**config.mk**
```make
export PLATFORM = sky130hd
export DESIGN_NAME = fx_regbank_flat
export DESIGN_NICKNAME = d
export VERILOG_FILES = /design/src/rtl/fx_regbank_if.sv /design/src/rtl/fx_regbank.sv /design/src/flat_wrapper.sv
export SDC_FILE = /design/constraint.sdc
export NUM_CORES = 1
export LEC_CHECK = 0
export ABC_AREA = 1
export CORE_MARGIN = 3
export CORE_UTILIZATION = 32
export DETAILED_ROUTE_END_ITERATION = 10
export GPL_ROUTABILITY_DRIVEN = 0
export SLEW_MARGIN = 10
export SYNTH_ARGS = -nofsm -noshare
export SYNTH_HDL_FRONTEND = slang
export SYNTH_SLANG_ARGS = --single-unit
```
**constraint.sdc**
```tcl
create_clock -name clk_sys -period 3.1 [get_ports clk_sys]
set_input_delay 0.465 -clock clk_sys [delete_from_list [all_inputs] [get_ports clk_sys]]
set_output_delay 0.465 -clock clk_sys [all_outputs]
set_load 0.02 [all_outputs]
```
**src/rtl/fx_regbank_if.sv**
```systemverilog
//----------------------------------------------------------------------------
// fx_regbank_if : fx bus bundle (write strobe/address/data, read strobe/address, read data)
// Revision 1.0
//----------------------------------------------------------------------------
`default_nettype none

interface fx_regbank_if;
  logic        fx_wr;
  logic [15:0] fx_waddr;
  logic [7:0]  fx_data;
  logic        fx_rd;
  logic [15:0] fx_raddr;
  logic [7:0]  fx_q;

  modport master (output fx_wr, fx_waddr, fx_data, fx_rd, fx_raddr, input fx_q);
  modport slave  (input fx_wr, fx_waddr, fx_data, fx_rd, fx_raddr, output fx_q);
endinterface

`default_nettype wire

```
**src/rtl/fx_regbank.sv**
```systemverilog
//----------------------------------------------------------------------------
// fx_regbank : shadowed config bytes with atomic commit, sticky status + irq,
//              registered read path. FX_REGBANK_COR_EN: status clear-on-read.
// Revision 1.0
//----------------------------------------------------------------------------
`default_nettype none

module fx_regbank #(
  parameter int                NREG     = 16,
  parameter logic [7:0]        CFG_BASE = 8'h40,
  parameter int                NSTS     = 2,
  parameter logic [7:0]        STS_BASE = 8'h10,
  parameter logic [NREG*8-1:0] RST_VAL  = '0
) (
  input  wire logic              clk_sys,
  input  wire logic              rst_n,
  input  wire logic [5:0]        mod_id,
  fx_regbank_if.slave            fx,
  output      logic [NREG*8-1:0] cfg_q,
  output      logic              cfg_upd,
  input  wire logic [NSTS*8-1:0] sts_set,
  output      logic              irq
);

  localparam logic [7:0] C_ADDR_ID   = 8'h00;
  localparam logic [7:0] C_ADDR_CTRL = 8'h01;
  localparam logic [7:0] C_ADDR_IEN  = 8'h02;

  logic [NREG*8-1:0] shadow_q, shadow_d;
  logic [NREG*8-1:0] cfg_reg_q, cfg_reg_d;
  logic              cfg_upd_q, cfg_upd_d;
  logic [NSTS*8-1:0] sticky_q, sticky_d;
  logic              irq_en_q, irq_en_d;
  logic              irq_q, irq_d;
  logic [7:0]        rdata_q, rdata_d;

  logic              we, re, pending, commit;
  logic [7:0]        wlo, rlo, rd_val;
  logic [NSTS*8-1:0] sts_clr;
  logic              unused_addr_hi;

  assign wlo            = fx.fx_waddr[7:0];
  assign rlo            = fx.fx_raddr[7:0];
  assign we             = fx.fx_wr & (fx.fx_waddr[13:8] == mod_id);
  assign re             = fx.fx_rd & (fx.fx_raddr[13:8] == mod_id);
  assign pending        = (shadow_q != cfg_reg_q);
  assign commit         = we && (wlo == C_ADDR_CTRL) && fx.fx_data[0];
  assign unused_addr_hi = ^{fx.fx_waddr[15:14], fx.fx_raddr[15:14]};

  always_comb begin
    shadow_d  = shadow_q;
    cfg_reg_d = commit ? shadow_q : cfg_reg_q;
    cfg_upd_d = commit;
    irq_en_d  = irq_en_q;
    if (we && (wlo == C_ADDR_IEN)) irq_en_d = fx.fx_data[0];
    for (int i = 0; i < NREG; i++) begin
      if (we && (wlo == 8'(CFG_BASE + i))) shadow_d[i*8 +: 8] = fx.fx_data;
    end

    sts_clr = '0;
    for (int j = 0; j < NSTS; j++) begin
`ifdef FX_REGBANK_COR_EN
      if (re && (rlo == 8'(STS_BASE + j))) sts_clr[j*8 +: 8] = 8'hFF;
`else
      if (we && (wlo == 8'(STS_BASE + j))) sts_clr[j*8 +: 8] = fx.fx_data;
`endif
    end
    // OR-ing sts_set last makes a coincident set win over any clear
    sticky_d = (sticky_q & ~sts_clr) | sts_set;
    irq_d    = irq_en_q & (|sticky_q);

    rd_val = 8'h00;
    case (rlo)
      C_ADDR_ID:   rd_val = {2'b00, mod_id};
      C_ADDR_CTRL: rd_val = {7'b0, pending};
      C_ADDR_IEN:  rd_val = {7'b0, irq_en_q};
      default:     rd_val = 8'h00;
    endcase
    for (int i = 0; i < NREG; i++) begin
      if (rlo == 8'(CFG_BASE + i)) rd_val = shadow_q[i*8 +: 8];
    end
    for (int j = 0; j < NSTS; j++) begin
      if (rlo == 8'(STS_BASE + j)) rd_val = sticky_q[j*8 +: 8];
    end
    rdata_d = re ? rd_val : 8'h00;
  end

  always_ff @(posedge clk_sys or negedge rst_n) begin
    if (!rst_n) begin
      shadow_q  <= RST_VAL;
      cfg_reg_q <= RST_VAL;
      cfg_upd_q <= 1'b0;
      sticky_q  <= '0;
      irq_en_q  <= 1'b0;
      irq_q     <= 1'b0;
      rdata_q   <= 8'h00;
    end else begin
      shadow_q  <= shadow_d;
      cfg_reg_q <= cfg_reg_d;
      cfg_upd_q <= cfg_upd_d;
      sticky_q  <= sticky_d;
      irq_en_q  <= irq_en_d;
      irq_q     <= irq_d;
      rdata_q   <= rdata_d;
    end
  end

  assign cfg_q   = cfg_reg_q;
  assign cfg_upd = cfg_upd_q;
  assign irq     = irq_q;
  assign fx.fx_q = rdata_q;

endmodule

`default_nettype wire

```
**src/flat_wrapper.sv**
```systemverilog
// flat-port wrapper written by rule: the top's interface ports become plain ports
module fx_regbank_flat 
#(
  parameter int                NREG     = 16,
  parameter logic [7:0]        CFG_BASE = 8'h40,
  parameter int                NSTS     = 2,
  parameter logic [7:0]        STS_BASE = 8'h10,
  parameter logic [NREG*8-1:0] RST_VAL  = '0
)
  (clk_sys, rst_n, mod_id, cfg_q, cfg_upd, sts_set, irq, fx_fx_wr, fx_fx_waddr, fx_fx_data, fx_fx_rd, fx_fx_raddr, fx_fx_q);
  fx_regbank_if fx_i ();
  input  wire logic clk_sys;
  input  wire logic rst_n;
  input  wire logic [5:0] mod_id;
  output      logic [NREG*8-1:0] cfg_q;
  output      logic cfg_upd;
  input  wire logic [NSTS*8-1:0] sts_set;
  output      logic irq;
  input wire logic [$bits(fx_i.fx_wr)-1:0] fx_fx_wr;
  input wire logic [$bits(fx_i.fx_waddr)-1:0] fx_fx_waddr;
  input wire logic [$bits(fx_i.fx_data)-1:0] fx_fx_data;
  input wire logic [$bits(fx_i.fx_rd)-1:0] fx_fx_rd;
  input wire logic [$bits(fx_i.fx_raddr)-1:0] fx_fx_raddr;
  output wire logic [$bits(fx_i.fx_q)-1:0] fx_fx_q;
  assign fx_i.fx_wr = fx_fx_wr;
  assign fx_i.fx_waddr = fx_fx_waddr;
  assign fx_i.fx_data = fx_fx_data;
  assign fx_i.fx_rd = fx_fx_rd;
  assign fx_i.fx_raddr = fx_fx_raddr;
  assign fx_fx_q = fx_i.fx_q;
  fx_regbank #(.NREG(NREG), .CFG_BASE(CFG_BASE), .NSTS(NSTS), .STS_BASE(STS_BASE), .RST_VAL(RST_VAL)) u_core (.clk_sys(clk_sys), .rst_n(rst_n), .mod_id(mod_id), .fx(fx_i), .cfg_q(cfg_q), .cfg_upd(cfg_upd), .sts_set(sts_set), .irq(irq));
endmodule
```
* Yosys cells after proc, flatten, opt, wreduce, memory -nomap -nowiden *
Cells that the tools add are included.

storage, ports and cells
  register bits after elaboration = 283
  input port bits = 66
  word-level logic and storage cells = 116

operators by class
  muxes and demuxes = 22
  bitwise logic cells = 6
  equality and inequality tests = 43
  reductions and logical operators = 23

operator list
  cell                                                              number
  8-bit by 7-bit == test with 1-bit output (second input constant)  32
  8-bit 2-to-1 mux                                                  21
  128-bit inequality test                                           1
  8-bit by 5-bit == test with 1-bit output (second input constant)  4
  1-bit logical AND                                                 21
  6-bit one-hot mux with 3 select lines                             1
  16-bit bitwise AND                                                1
  8-bit by 1-bit == test with 1-bit output (second input constant)  2
  8-bit by 2-bit == test with 1-bit output (second input constant)  2
  16-bit inverter                                                   1
  16-bit OR                                                         1
  16-bit OR reduction                                               1
  6-bit == test                                                     2
  8-bit zero test                                                   1
  1-bit bitwise AND                                                 3

* Longest topological paths before layout *
Gate-level depths: netlist of the first run.

  word-level depth = 21
  gate-level depth with buffers = 24
  gate-level depth less buffers = 24

* Least setup slack after synthesis of the first run *
Ideal clock, no wire load.

  kind = in2reg
  from = input port fx_fx_raddr[3]
  to = register u_core.rdata_q[3] (netlist: u_core.fx.fx_q[3])
  data arrival time = 1.871 ns
  required time = 2.987 ns
  setup slack = 1.116 ns
  stages on the path = 14
  cells stage by stage = nor2_1 inv_1 nor3_4 inv_2 o21ai_1 o21ai_1 a221oi_2 o2111ai_1 nor2_1 nand4_1 nand2_1 nand3_1 nand2_1 inv_1

on the way
  cells in the longest elaborated chain, start to end = 21

RTL lines
  what                                                              line                source
  from (decl)                                                       flat_wrapper.sv:23  input wire logic [$bits(fx_i.fx_raddr)-1:0] fx_fx_raddr;
  8-bit by 2-bit == test with 1-bit output (tied with other cells)  fx_regbank.sv:73    case (rlo)
  6-bit one-hot mux with 3 select lines                             fx_regbank.sv:73
  8-bit 2-to-1 mux (16 in series)                                   fx_regbank.sv:80    if (rlo == 8'(CFG_BASE + i)) rd_val = shadow_q[i*8 +: 8];
  8-bit 2-to-1 mux                                                  fx_regbank.sv:83    if (rlo == 8'(STS_BASE + j)) rd_val = sticky_q[j*8 +: 8];
  8-bit 2-to-1 mux *                                                fx_regbank.sv:83
  8-bit 2-to-1 mux *                                                fx_regbank.sv:85    rdata_d = re ? rd_val : 8'h00;
  named net u_core.rdata_d[3]                                       fx_regbank.sv:35    logic [7:0] rdata_q, rdata_d;
  to (signal assigned)                                              fx_regbank.sv:104   rdata_q <= rdata_d;
  to (decl)                                                         fx_regbank.sv:35

The timed path passes the listed nets; every way through them passes the cells marked *.
A chain may end at the register's enable or synchronous reset.

* Final worst setup path of the first run *
  from = register u_core.shadow_q[124]
  to = register u_core.rdata_q[0] (netlist: u_core.fx.fx_q[0])

on the way
  cells in the longest elaborated chain, start to end = 21

RTL lines
  what                                   line              source
  from (decl)                            fx_regbank.sv:29  logic [NREG*8-1:0] shadow_q, shadow_d;
  from (signal assigned)                 fx_regbank.sv:98  shadow_q <= shadow_d;
  128-bit inequality test                fx_regbank.sv:46  assign pending = (shadow_q != cfg_reg_q);
  6-bit one-hot mux with 3 select lines  fx_regbank.sv:73
  8-bit 2-to-1 mux (16 in series)        fx_regbank.sv:80
  8-bit 2-to-1 mux (2 in series)         fx_regbank.sv:83
  8-bit 2-to-1 mux                       fx_regbank.sv:85
  named net u_core.rdata_d[0]            fx_regbank.sv:35

The timed path passes the listed nets, and every way through them passes these cells.

==> flow_metrics.env, run 1 <==
export IMPL_skew_ns=0.0120
export IMPL_leakage_uw=0.00837
export IMPL_die_y_um=212
export IMPL_ys_seq_area_share_pct=52.1
export IMPL_yosysTopAreaCell="dfrtp_1"
export IMPL_synth_edff_count=0
export IMPL_die_w_um=212
export IMPL_yosysMostFrequentCell="nand2_1"
export IMPL_numCtsBuffers=31
export IMPL_vias=12481
export IMPL_async_reset_ff_share_pct=100
export IMPL_fillCellCount=4055
export IMPL_avgRoutedWirePerCell_um=19.8
export IMPL_r2r_start="u_core.shadow_q[124]"
export IMPL_postCtsSetupRepairBufs=0
export IMPL_drt_pass1_iter_count=6
export IMPL_grt_pass1_wl_mm=74.7
export IMPL_boundaryPins=204
export IMPL_syn_inst=1694
export IMPL_slew_viol_final=0
export IMPL_synthTopCellsByArea="dfrtp_1 (52%), nand2_1 (18%), xnor2_1 (7.3%), o21ai_0 (7.2%), inv_1 (3.7%)"
export IMPL_hold_violations=0
export IMPL_synth_common_cells="nand2_1 (668), dfrtp_1 (283), o21ai_0 (195)"
export IMPL_critPathLaunchType="flip-flop"
export IMPL_setup_worst_path_class="flip-flop to flip-flop"
export IMPL_remaining_drc_errors=0
export IMPL_path_max_fanout=4
export IMPL_rows=74
export IMPL_drt_initial_drc_count=1229
export IMPL_worstHoldStart="sts_set[0]"
export IMPL_required_ns=3.56
export IMPL_finalSetupViolations=0
export IMPL_critPathArrivalTime_ns=3.34
export IMPL_wirelength_mm=49.6
export IMPL_clkSinkCount=283
export IMPL_maxCapViolCount=0
export IMPL_h_tree_depth=1
export IMPL_cts_root_buf="clkbuf_16"
export IMPL_status="finished clean"
export IMPL_min_path_cells=3
export IMPL_core_um2=41400
export IMPL_fin_ws_ns=0.220
export IMPL_reg2reg_to="u_core.fx.fx_q[0]"
export IMPL_cts_path_max_buffers=3
export IMPL_cts_tree="yes"
export IMPL_grt_usage_pct=22.0
export IMPL_worst_slew_pin_transition_ns=0.997
export IMPL_clk_latency_ns=0.57
export IMPL_drive_gt1_share_pct=8.30
export IMPL_ys_warn_count=0
export IMPL_initial_utilization_pct=32.9
export IMPL_period_minus_slack_ns=2.88
export IMPL_utilization_pct=43.3
export IMPL_antenna_found_initial=2
export IMPL_maxSlewHeadroom_pct=33.5
export IMPL_hpwl_mm=37.2
export IMPL_grt_pass1_vias=11993
export IMPL_fmax_mhz=347
export IMPL_r2r_slack_ns=0.22
export IMPL_synth_nets=1760
export IMPL_yosysTopAreaCellShare_pct=52.1
export IMPL_die_area_um2=45000
export IMPL_end_kind="flip-flop"
export IMPL_hold_path_class="input port to flip-flop"
export IMPL_synthToLayoutAreaGrowth_pct=31.7
export IMPL_dp_slack_ns=-0.130
export IMPL_synth_cell_types=39
export IMPL_irDropWorstVdd_mv=0.301
export IMPL_reg2regPathDepth=22
export IMPL_avgSynthCellArea_um2=8.03
export IMPL_vias_per_cell=4.97
export IMPL_antenna_left=0
export IMPL_numPortBuffers=199
export IMPL_synth_ff_type="dfrtp_1"
export IMPL_rsz0062_at_grt="no"
export IMPL_nets=2020
export IMPL_worstHoldEndpoint="u_core.sticky_q[0]"
export IMPL_grt_overflow=0
export IMPL_grt_max_degree=91
export IMPL_antenna_cells=0
export IMPL_cts_clk_slew_worst_paths_ns=0.06
export IMPL_syn_area_um2=13600
export IMPL_pwr_density_cell_nw_per_um2=440
export IMPL_finalCritPeriodShare_pct=92.9
export IMPL_synth_seq_cells=283
-- flip-flops by register name, indices dropped and copies added (netlist names) --
signal,flops
u_core.cfg_q,128
u_core.sticky_q,16
u_core.cfg_upd,1
u_core.irq_en_q,1
u_core.irq,1
u_core.shadow_q,128
u_core.fx.fx_q,8
-- cells by family (layout without fill, tap and decap cells) --
family,after synthesis,count (layout),synth area share (%)
buf+inv,196,479,5.59
simple gates,831,831,24.1
xor+xnor,116,116,7.47
compound gates,268,268,10.7
flops,283,283,52.1
-- worst max-delay path by stage --
stage,from,end,depth (start not counted)
global placement,fx_fx_raddr[2],u_core.fx.fx_q[2],17
CTS,u_core.cfg_q[114],u_core.fx.fx_q[0],23
global route,u_core.cfg_q[119],u_core.fx.fx_q[0],22
detailed placement,fx_fx_raddr[2],u_core.fx.fx_q[7],15
floorplan,fx_fx_raddr[3],u_core.fx.fx_q[3],14
finish,u_core.shadow_q[124],u_core.fx.fx_q[0],22
-- layout make-up --
type	count	area (µm²)	share of cell area (%)
sequential	283	7080	39.5
multi-input combinational	1215	5830	32.5
timing repair buffer	282	2750	15.3
clock buffer	44	915	5.11
tap	532	666	3.72
inverter	141	529	2.95
clock inverter	12	148	0.824
-- per-stage QoR --
stage / hold slack (ns) / power [µW] / setup TNS [ns] / instances / cell area, µm²
floorplan: 0.169 / 3850 / 0 / 1694 / 13600
global placement: 0.471 / 4110 / -0.142 / 2452 / 16800
detailed placement: 0.488 / 4110 / -0.453 / 2452 / 16800
CTS: 0.418 / 7930 / 0 / 2509 / 17900
global route: 0.437 / 8140 / 0 / 2509 / 17900
finish: 0.431 / 7880 / 0 / 2509 / 17900
-- routing by layer --
metal | wire (µm) | global-route usage [%]
met3 | 3550 | 3.38
met2 | 23500 | 36.6
met5 | 32 | 0
met1 | 21000 | 29.8
met4 | 1550 | 6.21
-- worst max-delay path, cell delays in order, from the launching register on --
cell     delay, ns
dfrtp_1       0.42
xnor2_1       0.35
nand2_1       0.17
nor2_1        0.13
nand2_1       0.05
nor2_1        0.09
nand2_1       0.09
nor2_1        0.12
nand2_1       0.10
nand2_1       0.07
nand3_1       0.06
nand2_1       0.07
nand2_1       0.06
nand2_1       0.09
nand4_1       0.10
nor2_1        0.15
nand4_1       0.15
nand2_1       0.14
nand3_1       0.08
nand2_1       0.10
nand3_1       0.08
nand2_1       0.07
inv_1         0.05
-- where the power goes --
part           switching [µW]  internal [µW]  total (µW)
registers                4.98           3700        3700
logic                     214            125         339
clock network            1550           2290        3840
-- timing repair --
action / 4_1_cts / 5_1_grt
hold buffers: 1 / 0
setup endpoints to repair: 0 / 1
resized for setup: 0 / 10
endpoints found under the hold margin: 84 / 0
-- layout by cell type, fill, tap and decap left out, types with 31 or more instances in the layout --
cell               n
clkbuf_16         31
nor2_1            96
nand2_1          667
inv_1            133
dfrtp_1          283
o21ai_0          195
xnor2_1          107
clkdlybuf4s50_1  198
buf_4             72
a21oi_1           33
(Power assumes the default switching activity.)
==> inputs of run 2 (changes only) <==
==> constraint.sdc (replaced) <==
create_clock -name clk_sys -period 3.7 [get_ports clk_sys]
set_input_delay 0.555 -clock clk_sys [delete_from_list [all_inputs] [get_ports clk_sys]]
set_output_delay 0.555 -clock clk_sys [all_outputs]
set_load 0.02 [all_outputs]
==> run 2 against run 1 <==
  * Count of clock-buffer cells in the layout rose by 4
  * Fmax fell by 10%
  * Flip-flop and latch count did not move
  * Sequential share of layout area rose by 1.4 points
  * Final cell count fell by 2.4%
  * Sequential power fell by 16%
  * Via count fell by 2.9%
  * Utilization fell by 1.4 points
  * Critical path depth did not move
  * First-iteration DRC count fell by 2.4%
  * Total power fell by 17%
==> flow_metrics.env, run 2 (synthesized netlist as in run 1, its figures left out) <==
export IMPL_status="finished clean"
export IMPL_critPathLaunchType="flip-flop"
export IMPL_rows=74
export IMPL_pwr_density_cell_nw_per_um2=378
export IMPL_worst_slew_pin_transition_ns=1.00
export IMPL_hold_violations=0
export IMPL_numPortBuffers=199
export IMPL_antenna_found_initial=4
export IMPL_cts_root_buf="clkbuf_16"
export IMPL_fin_ws_ns=0.501
export IMPL_r2r_slack_ns=0.50
export IMPL_hold_slack_ns=0.0588
export IMPL_drt_pass1_iter_count=5
export IMPL_h_tree_depth=1
export IMPL_avgRoutedWirePerCell_um=19.9
export IMPL_grt_use_met3_pct=4.37
export IMPL_nets=1959
export IMPL_fmax_mhz=313
export IMPL_final_cell_mix="nand2_1 (667), dfrtp_1 (283), clkdlybuf4s50_1 (198), o21ai_0 (195), inv_1 (133)"
export IMPL_hpwl_mm=35.8
export IMPL_r2r_start="u_core.shadow_q[1]"
export IMPL_clk_latency_ns=0.56
export IMPL_skew_ns=0.0169
export IMPL_vias_per_cell=4.95
export IMPL_maxSlewHeadroom_pct=33.1
export IMPL_reg2reg_to="u_core.fx.fx_q[0]"
export IMPL_finalSetupViolations=0
export IMPL_cts_clk_slew_worst_paths_ns=0.06
export IMPL_clkSinkCount=283
export IMPL_irDropWorstVdd_mv=0.214
export IMPL_fillCellCount=4109
export IMPL_grt_usage_pct=21.5
export IMPL_dp_slack_ns=0.289
export IMPL_vias=12121
export IMPL_leakage_uw=0.00804
export IMPL_met2_usage_pct=34.5
export IMPL_rsz0062_at_grt="no"
export IMPL_cts_path_max_buffers=3
export IMPL_postCtsHoldBufs=0
export IMPL_postCtsSetupRepairBufs=0
export IMPL_grt_max_degree=177
export IMPL_multiInputGateArea_um2=5770
export IMPL_initial_utilization_pct=32.9
export IMPL_drive_gt1_share_pct=4.75
export IMPL_die_w_um=212
export IMPL_reg2regPathDepth=22
export IMPL_fin_total_pwr_uw=6540
export IMPL_period_minus_slack_ns=3.20
export IMPL_synthToLayoutAreaGrowth_pct=27.3
export IMPL_grt_pass1_wl_mm=72.8
export IMPL_hold_path_class="input port to asynchronous set/reset pin"
export IMPL_use_met1_pct=29.4
export IMPL_die_y_um=212
export IMPL_grt_busiest_layer="met2"
export IMPL_setup_worst_path_class="flip-flop to flip-flop"
export IMPL_cts_tree="yes"
export IMPL_end_kind="flip-flop"
export IMPL_wirelength_mm=48.7
export IMPL_grt_overflow=0
export IMPL_seqCellArea_um2=7080
export IMPL_critPathArrivalTime_ns=3.66
export IMPL_remaining_drc_errors=0
export IMPL_final_common_cell="nand2_1"
export IMPL_finalSetupTns_ns=0
export IMPL_path_max_fanout=3
export IMPL_antenna_left=0
export IMPL_required_ns=4.16
export IMPL_core_um2=41400
export IMPL_grt_pass1_vias=11708
export IMPL_slew_viol_final=0
export IMPL_finalCritPeriodShare_pct=86.5
export IMPL_boundaryPins=204
export IMPL_die_area_um2=45000
export IMPL_drt_initial_drc_count=1200
export IMPL_maxCapViolCount=0
export IMPL_numCtsBuffers=31
export IMPL_cts_resized=0
-- run 2: area by class of cell --
type / instances / area share, %
Tap cell: 532 / 3.84
Multi-Input combinational cell: 1215 / 33.3
Clock buffer: 48 / 5.37
Antenna cell: 2 / 0.0289
Clock inverter: 8 / 0.665
Inverter: 141 / 3.06
Sequential cell: 283 / 40.9
Timing Repair Buffer: 221 / 12.8
-- run 2: metrics by stage --
step	utilization [%]	instance area, µm²	std cells
floorplan	-	13600	1694
global placement	39.3	16300	2392
detailed placement	39.3	16300	2392
CTS	41.8	17300	2448
global route	41.8	17300	2450
finish	41.8	17300	2450
-- run 2: how the worst max path moves through the flow --
stage          cells after the start                 from           endpoint
3_5_place_dp                      17       fx_fx_raddr[3]  u_core.fx.fx_q[2]
4_1_cts                           22  u_core.shadow_q[22]  u_core.fx.fx_q[0]
6_report                          22   u_core.shadow_q[1]  u_core.fx.fx_q[0]
5_1_grt                           22  u_core.shadow_q[20]  u_core.fx.fx_q[0]
2_1_floorplan                     14       fx_fx_raddr[3]  u_core.fx.fx_q[3]
3_3_place_gp                      16       fx_fx_raddr[3]  u_core.fx.fx_q[5]
-- run 2: power by group --
part           switching (µW)  internal, µW
Clock                    1260          1920
Sequential               3.95          3100
Combinational             175          89.6
-- run 2: routing by layer --
| layer | up-vias | wire [µm] |
|---|---|---|
| li1 | 5777 | - |
| met1 | 5805 | 21100 |
| met2 | 456 | 22400 |
| met3 | 79 | 3700 |
| met4 | 4 | 1550 |
| met5 | - | 22 |
-- run 2: worst max-delay path: stages, from the launching register on --
cell and delay [ns]:
dfrtp_1 0.42, xnor2_1 0.19, nand2_1 0.07, nor2_1 0.47, nand2_1 0.10, nor2_1 0.17, nand2_1 0.08, nor2_1 0.12
nand2_1 0.11, nand2_1 0.08, nand3_1 0.06, nand2_1 0.08, nand2_1 0.05, nand2_1 0.10, nand4_1 0.12, nor2_1 0.15
nand4_1 0.15, nand2_1 0.14, nand3_1 0.09, nand2_1 0.12, nand3_1 0.09, nand2_1 0.07, inv_1 0.04
==> inputs of run 3 (changes only) <==
--- a/config.mk
+++ b/config.mk
@@ -10,6 +10,7 @@
 export CORE_UTILIZATION = 32
 export DETAILED_ROUTE_END_ITERATION = 10
 export GPL_ROUTABILITY_DRIVEN = 0
+export MAX_ROUTING_LAYER = met4
 export SLEW_MARGIN = 10
 export SYNTH_ARGS = -nofsm -noshare
 export SYNTH_HDL_FRONTEND = slang
==> run 3 against run 2 <==
  * Total power barely moved
  * Fmax fell by 0.66%
  * Utilization barely moved
  * Wire length barely moved
  * Clock power barely moved
  * Combinational power barely moved
  * First-iteration DRC count rose by 4.1%
  * Flip-flop and latch count did not move
  * Sequential power barely moved
  * Critical endpoint unchanged
  * Largest cell class unchanged
==> flow_metrics.env, run 3 (synthesized netlist as in run 1, its figures left out) <==
export IMPL_cp_cell_sequence="xnor2_1 -> nand2_1 -> nor2_1 -> nand2_1 -> nor2_1 -> nand2_1 -> nor2_1 -> nand2_1 -> nand2_1 -> nand3_1 -> nand2_1 -> nand2_1 -> nand2_1 -> nand4_1 -> nor2_1 -> nand4_1 -> nand2_1 -> nand3_1 -> nand2_1 -> nand3_1 -> nand2_1 -> inv_1"
export IMPL_maxCapViolCount=0
export IMPL_intPower_uw=5110
export IMPL_end_kind="flip-flop"
export IMPL_period_minus_slack_ns=3.22
export IMPL_slew_viol_final=0
export IMPL_cts_root_buf="clkbuf_16"
export IMPL_maxSlewHeadroom_pct=33.2
export IMPL_skew_ns=0.0169
export IMPL_combPwrFrac_pct=4.0
export IMPL_finalSetupTns_ns=0
export IMPL_crit_buf_inv=1
export IMPL_reg2reg_to="u_core.fx.fx_q[0]"
export IMPL_utilization_pct=41.8
export IMPL_nets=1959
export IMPL_die_area_um2=45000
export IMPL_h_tree_depth=1
export IMPL_final_common_cell="nand2_1"
export IMPL_vias_per_cell=4.92
export IMPL_numPortBuffers=199
export IMPL_leakage_uw=0.00804
export IMPL_postCtsHoldBufs=0
export IMPL_p_clk_share_pct=48.6
export IMPL_hold_violations=0
export IMPL_antenna_found_initial=3
export IMPL_grt_max_degree=177
export IMPL_required_ns=4.16
export IMPL_postCtsSetupRepairBufs=0
export IMPL_die_y_um=212
export IMPL_cts_resized=0
export IMPL_worst_slew_pin_transition_ns=1.00
export IMPL_r2r_start="u_core.shadow_q[121]"
export IMPL_grt_usage_pct=22.2
export IMPL_status="finished clean"
export IMPL_cts_tree="yes"
export IMPL_synthToLayoutAreaGrowth_pct=27.3
export IMPL_crit_path_frequent_cell="nand2_1"
export IMPL_initial_utilization_pct=32.9
export IMPL_numCtsBuffers=31
export IMPL_die_w_um=212
export IMPL_cpLargestDelayFamily="simple AND/OR/NAND/NOR gates"
export IMPL_cts_path_max_buffers=3
export IMPL_critPathArrivalTime_ns=3.68
export IMPL_rsz0062_at_grt="no"
export IMPL_cpPeakStageDelay_ns=0.53
export IMPL_critPathLaunchType="flip-flop"
export IMPL_remaining_drc_errors=0
export IMPL_clkSinkCount=283
export IMPL_pwr_density_cell_nw_per_um2=378
export IMPL_finalCritPeriodShare_pct=87.0
export IMPL_boundaryPins=204
export IMPL_grt_pass1_wl_mm=72.8
export IMPL_setup_worst_path_class="flip-flop to flip-flop"
export IMPL_antenna_left=0
export IMPL_drt_initial_drc_count=1249
export IMPL_hold_path_class="input port to asynchronous set/reset pin"
export IMPL_switchingPower_uw=1440
export IMPL_switching_share_pct=22.0
export IMPL_wirelength_mm=48.8
export IMPL_final_cell_mix="nand2_1 (667), dfrtp_1 (283), clkdlybuf4s50_1 (198), o21ai_0 (195), inv_1 (133)"
export IMPL_core_um2=41400
export IMPL_finalSetupViolations=0
export IMPL_drive_gt1_share_pct=4.75
export IMPL_r2r_slack_ns=0.48
export IMPL_reg2regPathDepth=22
export IMPL_grt_overflow=0
export IMPL_drt_pass1_iter_count=5
export IMPL_fmax_mhz=311
export IMPL_grt_pass1_vias=11734
export IMPL_cp_slowest_cell="xnor2_1"
export IMPL_rows=74
export IMPL_vias=12066
export IMPL_irDropWorstVdd_mv=0.216
export IMPL_avgRoutedWirePerCell_um=19.9
export IMPL_hpwl_mm=35.8
export IMPL_path_max_fanout=4
export IMPL_power_frac_seq_pct=47.4
export IMPL_cts_clk_slew_worst_paths_ns=0.06
export IMPL_clk_latency_ns=0.56
run 3: area by class of cell:
type | count | area, µm²
antenna | 3 | 7.51
clock buffer | 48 | 930
clock inverter | 8 | 115
fill | 4110 | 24100
inverter | 141 | 529
multi-input combinational | 1215 | 5770
sequential | 283 | 7080
tap | 532 | 666
timing repair buffer | 221 | 2220
run 3: worst reg2reg max path: cells and delay by family, from the launching register on:
| kind | cells | cell delay, ns |
|---|---|---|
| DFF | 1 | 0.43 |
| xor gates and xnor gates | 1 | 0.53 |
| and+or+nand+nor | 20 | 2.12 |
| buffers and inverters | 1 | 0.04 |
run 3: per-layer routing:
layer  vias to the layer above  global-route usage [%]  routed length [µm]
li1                       5772                       -                   -
met1                      5788                    29.5               21200
met2                       423                    34.4               22400
met3                        83                    4.16                3580
met4                         0                    7.09                1620
met5                         -                       -                   0
run 3: worst max-delay path by stage:
| stage | start | cells after the start | to |
|---|---|---|---|
| final | u_core.shadow_q[121] | 22 | u_core.fx.fx_q[0] |
| after global routing | u_core.shadow_q[121] | 22 | u_core.fx.fx_q[0] |
| after global placement | fx_fx_raddr[3] | 16 | u_core.fx.fx_q[5] |
| after detailed placement | fx_fx_raddr[3] | 17 | u_core.fx.fx_q[2] |
| after CTS | u_core.shadow_q[22] | 22 | u_core.fx.fx_q[0] |
| after floorplan | fx_fx_raddr[3] | 14 | u_core.fx.fx_q[3] |
run 3: power groups by stage:
stage / sequential (µW) / clock (µW) / combinational [µW]
floorplan: 3160 / 0 / 69.3
global placement: 3160 / 0 / 264
detailed placement: 3160 / 0 / 268
CTS: 3100 / 3240 / 269
global route: 3100 / 3370 / 290
finish: 3100 / 3180 / 265
run 3: metrics by stage:
stage	power, µW	instances	hold slack, ns	worst slack, ns	instance area [µm²]
3_3_place_gp	3420	2392	0.468	0.334	16300
2_1_floorplan	3230	1694	0.259	1.63	13600
6_report	6550	2451	0.0413	0.479	17300
3_5_place_dp	3430	2392	0.475	0.289	16300
5_1_grt	6760	2451	0.102	0.260	17300
4_1_cts	6610	2448	0.0658	0.514	17300
